## config.mk

```make
export PLATFORM = sky130hd
export DESIGN_NAME = bfs_csr_builder
export DESIGN_NICKNAME = d
export VERILOG_FILES = /design/src/rtl/bfs_pkg.sv /design/src/rtl/bfs_csr_builder.sv
export SDC_FILE = /design/constraint.sdc
export NUM_CORES = 1
export LEC_CHECK = 0
export BUFFER_PORTS_ARGS = -buffer_cell sky130_fd_sc_hd__buf_2
export CAP_MARGIN = 20
export CORE_ASPECT_RATIO = 0.7
export CORE_MARGIN = 8
export CORE_UTILIZATION = 35
export DETAILED_ROUTE_END_ITERATION = 12
export PLACE_DENSITY_LB_ADDON = 0.08
export SLEW_MARGIN = 40
export SYNTH_ARGS = -nofsm -noshare
export SYNTH_HDL_FRONTEND = slang
export SYNTH_SLANG_ARGS = --single-unit
```

## constraint.sdc

```tcl
create_clock -name clk -period 2.31 [get_ports clk]
set_clock_uncertainty 0.2 [all_clocks]
set_input_delay 0.1155 -clock clk [delete_from_list [all_inputs] [get_ports clk]]
set_output_delay 0.1155 -clock clk [all_outputs]
set_load 0.05 [all_outputs]
```

## src/rtl/bfs_pkg.sv

```systemverilog
// Shared graph geometry and record types for the CSR builder and the BFS kernel.
package bfs_pkg;

    localparam int N_NODES = 16;
    localparam int N_EDGES = 16;
    localparam int NODE_W  = $clog2(N_NODES);
    localparam int EIDX_W  = $clog2(N_EDGES) + 1;

    typedef struct packed {
        logic [EIDX_W-1:0] begin_off;
        logic [EIDX_W-1:0] end_off;
    } node_rec;

    typedef enum logic [2:0] {
        ST_IDLE,
        ST_LOAD,
        ST_FILL,
        ST_DONE,
        ST_ERR
    } build_state_e;

endpackage

```

## src/rtl/bfs_csr_builder.sv

```systemverilog
// Builds CSR node/edge tables from a source-sorted edge stream; one table write per cycle.
module bfs_csr_builder
    import bfs_pkg::*;
(
    input  logic              clk,
    input  logic              rst,
    input  logic              start,
    input  logic              in_valid,
    output logic              in_ready,
    input  logic [NODE_W-1:0] in_src,
    input  logic [NODE_W-1:0] in_dst,
    input  logic              in_last,
    output logic              node_we,
    output logic [NODE_W-1:0] node_addr,
    output logic [EIDX_W-1:0] node_begin,
    output logic [EIDX_W-1:0] node_end,
    output logic              edge_we,
    output logic [EIDX_W-2:0] edge_addr,
    output logic [NODE_W-1:0] edge_dst,
    output logic              busy,
    output logic              done,
    output logic              err
);

    localparam logic [NODE_W:0]   NODE_LIMIT = (NODE_W+1)'(N_NODES);
    localparam logic [NODE_W-1:0] LAST_NODE  = NODE_W'(N_NODES - 1);
    localparam logic [EIDX_W-1:0] EDGE_CAP   = EIDX_W'(N_EDGES);

    build_state_e      state, state_n;
    logic [NODE_W-1:0] cur_node, cur_node_n;
    logic [EIDX_W-1:0] nbegin, nbegin_n;
    logic [EIDX_W-1:0] ecount, ecount_n;

    logic              node_we_n, edge_we_n;
    logic [NODE_W-1:0] node_addr_n;
    node_rec           node_rec_q, node_rec_n;
    logic [EIDX_W-2:0] edge_addr_n;
    logic [NODE_W-1:0] edge_dst_n;
    logic              src_bad;

    // Malformed input: out-of-range source, source going backwards, or table already full.
    assign src_bad = ({1'b0, in_src} >= NODE_LIMIT) || (in_src < cur_node) || (ecount == EDGE_CAP);

    always_comb begin
        state_n     = state;
        cur_node_n  = cur_node;
        nbegin_n    = nbegin;
        ecount_n    = ecount;
        node_we_n   = 1'b0;
        node_addr_n = node_addr;
        node_rec_n  = node_rec_q;
        edge_we_n   = 1'b0;
        edge_addr_n = edge_addr;
        edge_dst_n  = edge_dst;
        in_ready    = 1'b0;

        case (state)
            ST_IDLE, ST_ERR: begin
                if (start) begin
                    state_n    = ST_LOAD;
                    cur_node_n = '0;
                    nbegin_n   = '0;
                    ecount_n   = '0;
                end
            end
            ST_LOAD: begin
                if (in_valid) begin
                    if (src_bad) begin
                        state_n = ST_ERR;
                    end else if (in_src > cur_node) begin
                        // Close out the current node and step toward in_src while the edge waits.
                        node_we_n   = 1'b1;
                        node_addr_n = cur_node;
                        node_rec_n  = '{begin_off: nbegin, end_off: ecount};
                        nbegin_n    = ecount;
                        cur_node_n  = cur_node + NODE_W'(1);
                    end else begin
                        in_ready    = 1'b1;
                        edge_we_n   = 1'b1;
                        edge_addr_n = ecount[EIDX_W-2:0];
                        edge_dst_n  = in_dst;
                        ecount_n    = ecount + EIDX_W'(1);
                        if (in_last) begin
                            state_n = ST_FILL;
                        end
                    end
                end
            end
            ST_FILL: begin
                // After the first fill write nbegin tracks ecount, so trailing nodes come out empty.
                node_we_n   = 1'b1;
                node_addr_n = cur_node;
                node_rec_n  = '{begin_off: nbegin, end_off: ecount};
                nbegin_n    = ecount;
                if (cur_node == LAST_NODE) begin
                    state_n = ST_DONE;
                end else begin
                    cur_node_n = cur_node + NODE_W'(1);
                end
            end
            ST_DONE: begin
                state_n = ST_IDLE;
            end
            default: begin
                state_n = ST_IDLE;
            end
        endcase
    end

    always_ff @(posedge clk) begin
        if (rst) begin
            state      <= ST_IDLE;
            cur_node   <= '0;
            nbegin     <= '0;
            ecount     <= '0;
            node_we    <= 1'b0;
            node_addr  <= '0;
            node_rec_q <= '0;
            edge_we    <= 1'b0;
            edge_addr  <= '0;
            edge_dst   <= '0;
        end else begin
            state      <= state_n;
            cur_node   <= cur_node_n;
            nbegin     <= nbegin_n;
            ecount     <= ecount_n;
            node_we    <= node_we_n;
            node_addr  <= node_addr_n;
            node_rec_q <= node_rec_n;
            edge_we    <= edge_we_n;
            edge_addr  <= edge_addr_n;
            edge_dst   <= edge_dst_n;
        end
    end

    assign node_begin = node_rec_q.begin_off;
    assign node_end   = node_rec_q.end_off;
    assign busy       = (state == ST_LOAD) || (state == ST_FILL);
    assign done       = (state == ST_DONE);
    assign err        = (state == ST_ERR);

endmodule

```

# Word-level counts from Yosys, hierarchy flattened
# Cells that the tools add are included.
# totals
output_inout_bits	28
inputBits	13
wordCells	83
regBits	41
# classes
reduce_logical	13
n_mux	38
eq_ne	15
bitwise_logic	2
magnitude_cmp	2
n_addsub	2
# op_table
op	n
$mux W5	7
$mux W4	8
$mux W10	3
$pmux W10 S2	1
$mux W3	6
$pmux W5 S3	1
$reduce_and A5 Y1	3
$ne A2 B2 Y1 const B	7
$pmux W4 S3	1
$pmux W5 S2	1
$pmux W3 S3	1
$pmux W4 S2	1
$reduce_and A4 Y1	2
$mux W1	7
$eq A3 B2 Y1 const B	2
$ne A3 B3 Y1 const B	2
$reduce_and A6 Y1	1
$add A5 B1 Y5 const B	1
$eq A5 B5 Y1 const B	1
$add A4 B1 Y4 const B	1
$eq A4 B4 Y1 const B	1
$gt A4 B4 Y1	1
$lt A4 B4 Y1	1
$reduce_bool A2 Y1	2
8 further kinds	10

# Depth between registers and ports, before layout
# Gate-level depths: netlist of run 1.
# logic_depth
depth_word	5
mapped_depth	9
mapped_depth_nobuf	8

# Worst setup path before layout of run 1
# OpenSTA, ideal clock, no wires.
# synth_timing
path_type	flip-flop to output port
start	register cur_node[1]
end	output port in_ready
path_buffers	0
arrival_time_ns	2.307
required_ns	1.994
setup_slack_ns	-0.312
path_stages_with_launch	8
cell_sequence	dfxtp_1 > inv_1 > ha_1 > and2b_1 > o211ai_4 > a21oi_4 > nand2_2 > nor3_1
# synth_via
elab_chain_cells	5
word_cells_on_any_way	7
cone_classes	2 x order compare; 4 x mux; 1 x reduce/logical
# synth_lines
element	line	text
from (decl)	bfs_csr_builder.sv:30	logic [NODE_W-1:0] cur_node, cur_node_n;
from (signal assigned)	bfs_csr_builder.sv:124	cur_node <= cur_node_n;
$gt A4 B4 Y1 / $lt A4 B4 Y1 (equally long branches)	bfs_csr_builder.sv:70, bfs_csr_builder.sv:42	
$mux W1 / $logic_or A1 B1 Y1 (equally long branches)	bfs_csr_builder.sv:70, bfs_csr_builder.sv:42	
$mux W1 *	bfs_csr_builder.sv:68	if (src_bad) begin
$mux W1 *	bfs_csr_builder.sv:67	if (in_valid) begin
$mux W1 *	n/a	
to (decl)	bfs_csr_builder.sv:9	output logic in_ready,
# Every way passes the cells marked *; elsewhere a longest branch is shown, timed or not.

# Worst setup path in the final report of run 1
# Same ends and word-level chain as after synthesis.

==> reports/qor.txt, run 1 <==
RUN STATUS
-----------------------------------------------------------------------------------------
Result of the run                                                               completed

CLOCK TREE
-----------------------------------------------------------------------------------------
Clock tree from TritonCTS                                                             yes
Clock Latency Late Sink                                                           0.29 ns
Number of sinks driven by the clock tree                                               41
Clock slew seen by the registers of the worst setup and hold paths                0.08 ns
Number of levels the H-tree was split into                                              2
Max Buffers Root-to-Sink                                                                2
Root buf cell                                                                    clkbuf_8
Number of CTS-inserted buffers                                                          5

WORST SETUP PATH
-----------------------------------------------------------------------------------------
Largest stage delay on the critical path                                          0.34 ns
Critical Path Most Common Cell                                                      buf_6
Reg2Reg Capture Point                                                        ecount[4]$_SDFFE_PP0P_
Worst EP arrival                                                                  1.99 ns
Beginning of the worst register-to-register path                             cur_node[1]$_SDFFE_PP0P_
Buffers & Inverters on Critical Path                                                    3
Slowest stage cell, crit path                                                     dfxtp_2
Highest fanout seen on the critical path                                                4
Data required time of the worst path                                              1.99 ns
Worst r2r path cells                                                                    8
Register-to-register path setup slack                                            0.007 ns
Crit Path Category                                                           flip-flop to primary output
Crit-path leading delay family                                               simple AND/OR/NAND/NOR gates
Worst Setup Start Kind                                                          flip-flop
Crit path capture type                                                       primary output
Chain of cells forming the critical path                                     inv_2, ha_4, and2b_1, o211ai_4, a21oi_4, nand2_2, buf_6, nor3_4, buf_6

DETAILED ROUTING
-----------------------------------------------------------------------------------------
Final wirelength                                                                  5060 um
DRT met1 WL                                                                       2640 um
Highest routed metal layer                                                           met4
Routed wirelength normalized by instance count                                    14.5 um
Sum of met3 wire segment lengths after detailed routing                            240 um
Routed length on met2                                                             2140 um
Count of nets left with antenna violations after detail routing                         0
First drt pass iteration count                                                          4
Number of remaining DRC errors                                                          0
Via count                                                                            1743
Post-DR vias/cell                                                                    4.99
Drt initial violations                                                                100

WORST HOLD PATH
-----------------------------------------------------------------------------------------
Hold/Removal Path Class                                                      input pin to flip-flop
Hold path endpoint                                                           edge_addr[3]$_SDFFE_PP0P_
Worst hold path stage count                                                             2
Hold Crit Start                                                                       rst

LOGIC SYNTHESIS
-----------------------------------------------------------------------------------------
Post-Synth XOR/XNOR Area                                                               0%
Main combinational cell family by area after synthesis                       simple AND/OR/NAND/NOR gates
Synthesis warning total                                                                 0
Post-Syn Area per Cell                                                          9.17 um^2
Fraction of the mapped netlist area in compound gates                               19.6%
Proportion of register bits with asynchronous set or reset after synthesis             0%
Share of synthesized cell area in and, or, nand and nor gates                       21.0%
Distinct cell type count after synthesis                                               47
Post-synthesis instance area                                                    1910 um^2
Number of enable flip-flop cells after synthesis                                        0
Share of the yosys chip area belonging to registers                                 43.0%
Nets in the synthesized netlist                                                       228
Share of cell area taken by muxes after synthesis                                   6.82%
Seq cells post-synth                                                                   41
Synthesized instance count                                                            208
Most used flip-flop cell after synthesis                                          dfxtp_1
Area share of fa/ha/maj cells after synthesis                                       4.59%

STA
-----------------------------------------------------------------------------------------
Final number of max-transition violations                                               0
Final Hold Viols                                                                        0
Slew headroom                                                                       63.6%
Setup repair after global routing missed its margin                                   yes
Worst hold slack after final layout                                             0.0523 ns
Final worst path period share                                                       99.7%
Final setup violation count                                                             0
Min Tclk post-route                                                               2.30 ns
Measured slew at the worst slew-check pin                                        0.543 ns
F_max                                                                             434 MHz

FLOORPLAN
-----------------------------------------------------------------------------------------
Boundary Pins                                                                          41
Core box area                                                                   5260 um^2
Starting density of the core                                                        36.3%
Vertical die dimension                                                            77.8 um
X dimension of the die                                                             104 um
Standard-cell row count                                                                22
Die footprint                                                                   8100 um^2

PLACE
-----------------------------------------------------------------------------------------
Final HPWL DP                                                                     3550 um
Weighted congestion reported at the end of routability-driven placement             0.796
PortBufs                                                                               40

FINAL LAYOUT
-----------------------------------------------------------------------------------------
Filler cell count in the final layout                                                 514
Commonest cells after routing, fill and taps aside                           dfxtp_1 (40), buf_2 (39), nor2_1 (22)
Total inserted antenna cells                                                            0
Share of post-route cells with drive strength above 1                               34.7%
Area used by multi-input combinational logic                                    1110 um^2
Total Nets Final                                                                      296
Seq. cell area                                                                   822 um^2
Most common cell after layout, fill and taps aside                                dfxtp_1
Layout area overhead                                                                38.8%

POWER AND IR DROP
-----------------------------------------------------------------------------------------
Comb power frac                                                                     17.8%
Static leakage power                                                              1.16 nW
Tot Pwr                                                                         0.00148 W
Power per standard cell area                                                  561 nW/um^2
Net Sw Power                                                                   0.000408 W
Worst VDD drop                                                                     214 uV
Sequential cell fraction of total power                                             48.6%
Clock network power share                                                           33.6%
Switching share of power                                                            27.5%
Cell Int Power                                                                  0.00107 W

FLOW RUN
-----------------------------------------------------------------------------------------
Reported max-cap violation count                                                        0

GRT
-----------------------------------------------------------------------------------------
Global-route wire length before repair                                            8100 um
Vias in the first global route                                                       1651
GR Util All Layers                                                                  12.0%
Pin count of the biggest net entering global routing                                   25
Antenna violations before repair                                                        0
Global-route congestion overflow total                                                  0

==> repair_timing <==
item	in CTS	in global routing
endpoints found under the setup margin	3	31
cloned	0	1
endpoints found under the hold margin	5	0
setup buffers	1	6
hold buffers	5	0
gates resized for setup	4	19
pin swaps	1	11
==> kinds of logic (layout without fill, tap and decap cells) <==
kind of cell	count (synthesis)	in the layout
AND/OR/NAND/NOR	74	74
adder cells (fa/ha/maj)	7	7
AO/OA/AOI/OAI	50	50
multiplexers	13	13
flip-flops	41	41
buffers and inverters	23	92
==> per-layer routing <==
metal / global-route usage, % / vias to the layer above
li1: - / 884
met1: 16.8 / 820
met2: 17.0 / 35
met3: 3.88 / 4
met4: 3.45 / 0
met5: 0 / -
==> cell usage after synthesis (all sizes together) (3+ instances only) <==
cell type,count,area [um^2]
dfxtp,41,821
nor3,3,20.0
mux2i,13,130
nand3b,10,75.1
o32ai,8,77.6
inv,15,56.3
nand2,12,47.6
nand3,6,30.0
clkbuf,4,15.0
ha,7,87.6
nand2b,6,37.5
o21ai,14,73.8
a21oi,12,75.1
nor2,22,82.6
buf,4,22.5
==> metrics by stage <==
step           setup WS, ns  cell area (um^2)  cells  utilization, %  setup TNS, ns
6_report            0.00716              2650    349            50.3              0
5_1_grt             -0.0696              2650    349            50.3         -0.229
4_1_cts             -0.0470              2480    342            47.1        -0.0470
3_5_place_dp        -0.0157              2300    328            43.8        -0.0157
3_3_place_gp         0.0540              2300    328            43.8              0
2_1_floorplan        0.0510              1920    208               -              0
==> worst register-to-register path, cell delays in order, from the launching register on <==
cell and delay, ns:
dfxtp_2 0.34, inv_2 0.04, ha_4 0.25, and2b_1 0.16
o211ai_4 0.15, a21oi_4 0.18, nand2_2 0.08, or4_4 0.55
o32ai_2 0.26
==> flip-flops by register name (all words and copies together) (netlist names) <==
signal	flops
ecount	5
nbegin	5
node_begin	5
node_end	5
cur_node	4
edge_addr	4
edge_dst	4
node_addr	4
state	3
edge_we	1
node_we	1
==> power groups by stage <==
| stage | clock (W) | sequential (W) | combinational, W |
|---|---|---|---|
| 2_1_floorplan | 0 | 0.000743 | 0.000128 |
| 3_3_place_gp | 0 | 0.000738 | 0.000210 |
| 3_5_place_dp | 0 | 0.000738 | 0.000206 |
| 4_1_cts | 0.000522 | 0.000721 | 0.000218 |
| 5_1_grt | 0.000544 | 0.000723 | 0.000283 |
| 6_report | 0.000499 | 0.000721 | 0.000263 |
==> how the worst max path moves through the flow <==
stage                                  start                        to  depth (start not counted)  slack [ns]
finish              cur_node[1]$_SDFFE_PP0P_                  in_ready                          9       0.007
global route        cur_node[1]$_SDFFE_PP0P_                  in_ready                          9       -0.07
CTS                 cur_node[1]$_SDFFE_PP0P_                  in_ready                          9       -0.05
detailed placement  cur_node[1]$_SDFFE_PP0P_  cur_node[2]$_SDFFE_PP0P_                          9       -0.02
global placement    cur_node[1]$_SDFFE_PP0P_  cur_node[2]$_SDFFE_PP0P_                          9        0.05
floorplan           cur_node[1]$_SDFFE_PP0P_    ecount[4]$_SDFFE_PP0P_                          8        0.05
==> cell type report <==
type | instances | area share [%]
Clock buffer | 6 | 3.12
Inverter | 15 | 2.13
Tap cell | 72 | 3.40
Sequential cell | 41 | 31.1
Timing Repair Buffer | 69 | 17.9
Clock inverter | 2 | 0.520
Multi-Input combinational cell | 144 | 41.8
Power figures use the tool's default switching activity.
==> run 2, diff against run 1 <==
--- a/config.mk
+++ b/config.mk
@@ -7,7 +7,7 @@
 export LEC_CHECK = 0
 export BUFFER_PORTS_ARGS = -buffer_cell sky130_fd_sc_hd__buf_2
 export CAP_MARGIN = 20
-export CORE_ASPECT_RATIO = 0.7
+export CORE_ASPECT_RATIO = 0.6
 export CORE_MARGIN = 8
 export CORE_UTILIZATION = 35
 export DETAILED_ROUTE_END_ITERATION = 12
==> run 2 against run 1 <==
Effect of this change:
- the run now ends with setup timing left
- sequential share of layout area fell by 1.4 points
- design area rose by 4.7%
- clock power rose by 42%
- count of clock-buffer cells in the layout fell by 1
- wire length rose by 4.1%
- critical path depth rose by 1
- largest cell class unchanged
- largest power group unchanged
- highest routed layer unchanged
==> reports/qor.txt, run 2 (same netlist as run 1, synthesis figures left out) <==
WORST HOLD PATH
--------------------------------------------------------------------------------------
Worst hold path stage count                                                          4   was 2
Hold path endpoint                                                        edge_we$_SDFF_PP0_   was edge_addr[3]$_SDFFE_PP0P_
Hold Crit Start                                                               in_valid   was rst
Hold/Removal Path Class                                                   input pin to flip-flop   unchanged

FLOORPLAN
--------------------------------------------------------------------------------------
Standard-cell row count                                                             20   was 22
Starting density of the core                                                     37.0%   was 36.3%
Boundary Pins                                                                       41   unchanged
Die footprint                                                                8140 um^2   was 8100 um^2
Core box area                                                                5150 um^2   was 5260 um^2
X dimension of the die                                                          111 um   was 104 um
Vertical die dimension                                                         73.2 um   was 77.8 um

WORST SETUP PATH
--------------------------------------------------------------------------------------
Register-to-register path setup slack                                         -0.02 ns   was 0.007 ns
Worst r2r path cells                                                                 9   was 8
Reg2Reg Capture Point                                                     ecount[2]$_SDFFE_PP0P_   was ecount[4]$_SDFFE_PP0P_
Data required time of the worst path                                           1.99 ns   about the same
Worst EP arrival                                                               2.02 ns   was 1.99 ns
Beginning of the worst register-to-register path                          cur_node[1]$_SDFFE_PP0P_   unchanged
Crit path capture type                                                    primary output   unchanged
Highest fanout seen on the critical path                                             4   unchanged
Crit Path Category                                                        flip-flop to primary output   unchanged
Worst Setup Start Kind                                                       flip-flop   unchanged

STA
--------------------------------------------------------------------------------------
Worst hold slack after final layout                                          0.0112 ns   was 0.0523 ns
Slack of the critical path                                                  -0.0267 ns   was 0.00716 ns
Final worst path period share                                                     101%   was 99.7%
Setup repair after global routing missed its margin                                yes   unchanged
Measured slew at the worst slew-check pin                                     0.389 ns   was 0.543 ns
Min Tclk post-route                                                            2.34 ns   was 2.30 ns
F_max                                                                          428 MHz   was 434 MHz
Final number of max-transition violations                                            0   unchanged
Final Hold Viols                                                                     0   unchanged
Final setup violation count                                                          3   was 0
Slew headroom                                                                    74.0%   was 63.6%

DETAILED ROUTING
--------------------------------------------------------------------------------------
Number of remaining DRC errors                                                       0   unchanged
Final wirelength                                                               5260 um   was 5060 um
Drt initial violations                                                             118   was 100
Count of nets left with antenna violations after detail routing                      0   unchanged
Via count                                                                         1777   was 1743
First drt pass iteration count                                                       4   unchanged
Post-DR vias/cell                                                                 5.05   was 4.99
Routed wirelength normalized by instance count                                 15.0 um   was 14.5 um

GRT
--------------------------------------------------------------------------------------
Met2 global-route usage                                                          16.8%   was 17.0%
Pin count of the biggest net entering global routing                                28   was 25
GR Util All Layers                                                               12.5%   was 12.0%
Global-route congestion overflow total                                               0   unchanged
Vias in the first global route                                                    1646   was 1651
Met3 usage                                                                       3.78%   was 3.88%
Layer with the highest usage after global routing                                 met1   was met2
Met1 global-route usage                                                          18.6%   was 16.8%
Global-route wire length before repair                                         8420 um   was 8100 um
Antenna violations before repair                                                     0   unchanged

CLOCK TREE
--------------------------------------------------------------------------------------
Number of sinks driven by the clock tree                                            41   unchanged
Number of levels the H-tree was split into                                           2   unchanged
Clock tree from TritonCTS                                                          yes   unchanged
Clock slew seen by the registers of the worst setup and hold paths             0.09 ns   was 0.08 ns
Max Buffers Root-to-Sink                                                             2   unchanged
Clock Latency Late Sink                                                        0.30 ns   was 0.29 ns
Root buf cell                                                                 clkbuf_8   unchanged
Number of CTS-inserted buffers                                                       5   unchanged

POWER AND IR DROP
--------------------------------------------------------------------------------------
Tot Pwr                                                                      0.00171 W   was 0.00148 W
Worst VDD drop                                                                  237 uV   was 214 uV
Power per standard cell area                                               618 nW/um^2   was 561 nW/um^2
Static leakage power                                                           1.23 nW   was 1.16 nW

FINAL LAYOUT
--------------------------------------------------------------------------------------
Layout area overhead                                                             45.3%   was 38.8%
Total inserted antenna cells                                                         0   unchanged
Filler cell count in the final layout                                              489   was 514
Share of post-route cells with drive strength above 1                            36.0%   was 34.7%
Total Nets Final                                                                   305   was 296
Commonest cells after routing, fill and taps aside                        dfxtp_1 (40), buf_2 (39), buf_4 (25)   was dfxtp_1 (40), buf_2 (39), nor2_1 (22)
Most common cell after layout, fill and taps aside                             dfxtp_1   unchanged

PLACE
--------------------------------------------------------------------------------------
PortBufs                                                                            40   unchanged
Weighted congestion reported at the end of routability-driven placement          0.831   was 0.796
DP Worst Slack                                                              -0.0518 ns   was -0.0157 ns
Final HPWL DP                                                                  3750 um   was 3550 um

RUN STATUS
--------------------------------------------------------------------------------------
Violations in the final reports                                           setup timing
Result of the run                                                         finished with violations   was completed

FLOW RUN
--------------------------------------------------------------------------------------
Reported max-cap violation count                                                     0   unchanged

==> run 2: cell types whose count changed in the layout (fill, tap and decap cells not counted), moves of 2 or more <==
cell / change
buf_4: +5
a21oi_1: +2
buf_12: +2
bufinv_16: +2
==> run 2: cell type report <==
type / count / area (um^2) / area share [%]
Clock buffer: 5 / 68.8 / 2.48
Clock inverter: 3 / 68.8 / 2.48
Inverter: 15 / 56.3 / 2.03
Multi-Input combinational cell: 144 / 1100 / 39.7
Sequential cell: 41 / 822 / 29.7
Tap cell: 66 / 82.6 / 2.98
Timing Repair Buffer: 78 / 573 / 20.7
==> run 2: worst max-delay path by stage <==
stage                              to                      from
2_1_floorplan  ecount[4]$_SDFFE_PP0P_  cur_node[1]$_SDFFE_PP0P_
3_3_place_gp   ecount[4]$_SDFFE_PP0P_  cur_node[1]$_SDFFE_PP0P_
3_5_place_dp   ecount[4]$_SDFFE_PP0P_  cur_node[1]$_SDFFE_PP0P_
4_1_cts                      in_ready  cur_node[1]$_SDFFE_PP0P_
5_1_grt                      in_ready  cur_node[1]$_SDFFE_PP0P_
6_report                     in_ready  cur_node[1]$_SDFFE_PP0P_
==> run 2: metrics by stage <==
stage,instance area (um^2),setup TNS (ns),utilization (%),std cells
4_1_cts,2650,-0.0252,51.4,348
2_1_floorplan,1920,0,-,208
5_1_grt,2770,-1.10,53.7,352
6_report,2770,-0.0420,53.7,352
3_5_place_dp,2390,-0.209,46.4,331
3_3_place_gp,2390,-0.0184,46.4,331
==> run 2: worst max-delay path, stage by stage, from the launching register on <==
cell      delay [ns]
dfxtp_2         0.34
inv_2           0.04
ha_4            0.25
and2b_1         0.17
o211ai_4        0.11
buf_6           0.13
a21oi_4         0.12
nand2_2         0.08
buf_6           0.13
nor3_4          0.17
buf_6           0.18
==> run 2: power by group <==
part           internal [W]  switching [W]
clock network      0.000435       0.000274
logic              0.000136       0.000148
registers          0.000713     0.00000603
total               0.00128       0.000429
==> run 2: per-layer routing <==
layer,up-vias,wire length [um]
li1,897,-
met1,834,2830
met2,41,2070
met3,5,310
met4,0,49
met5,-,0
==> run 2: repair_timing <==
item | CTS | global route
endpoints found under the setup margin | 11 | 26
gates cloned | 0 | 1
gates resized for setup | 9 | 12
pin swaps | 6 | 7
setup buffers | 3 | 3
hold buffers | 6 | 0
endpoints found under the hold margin | 9 | 0
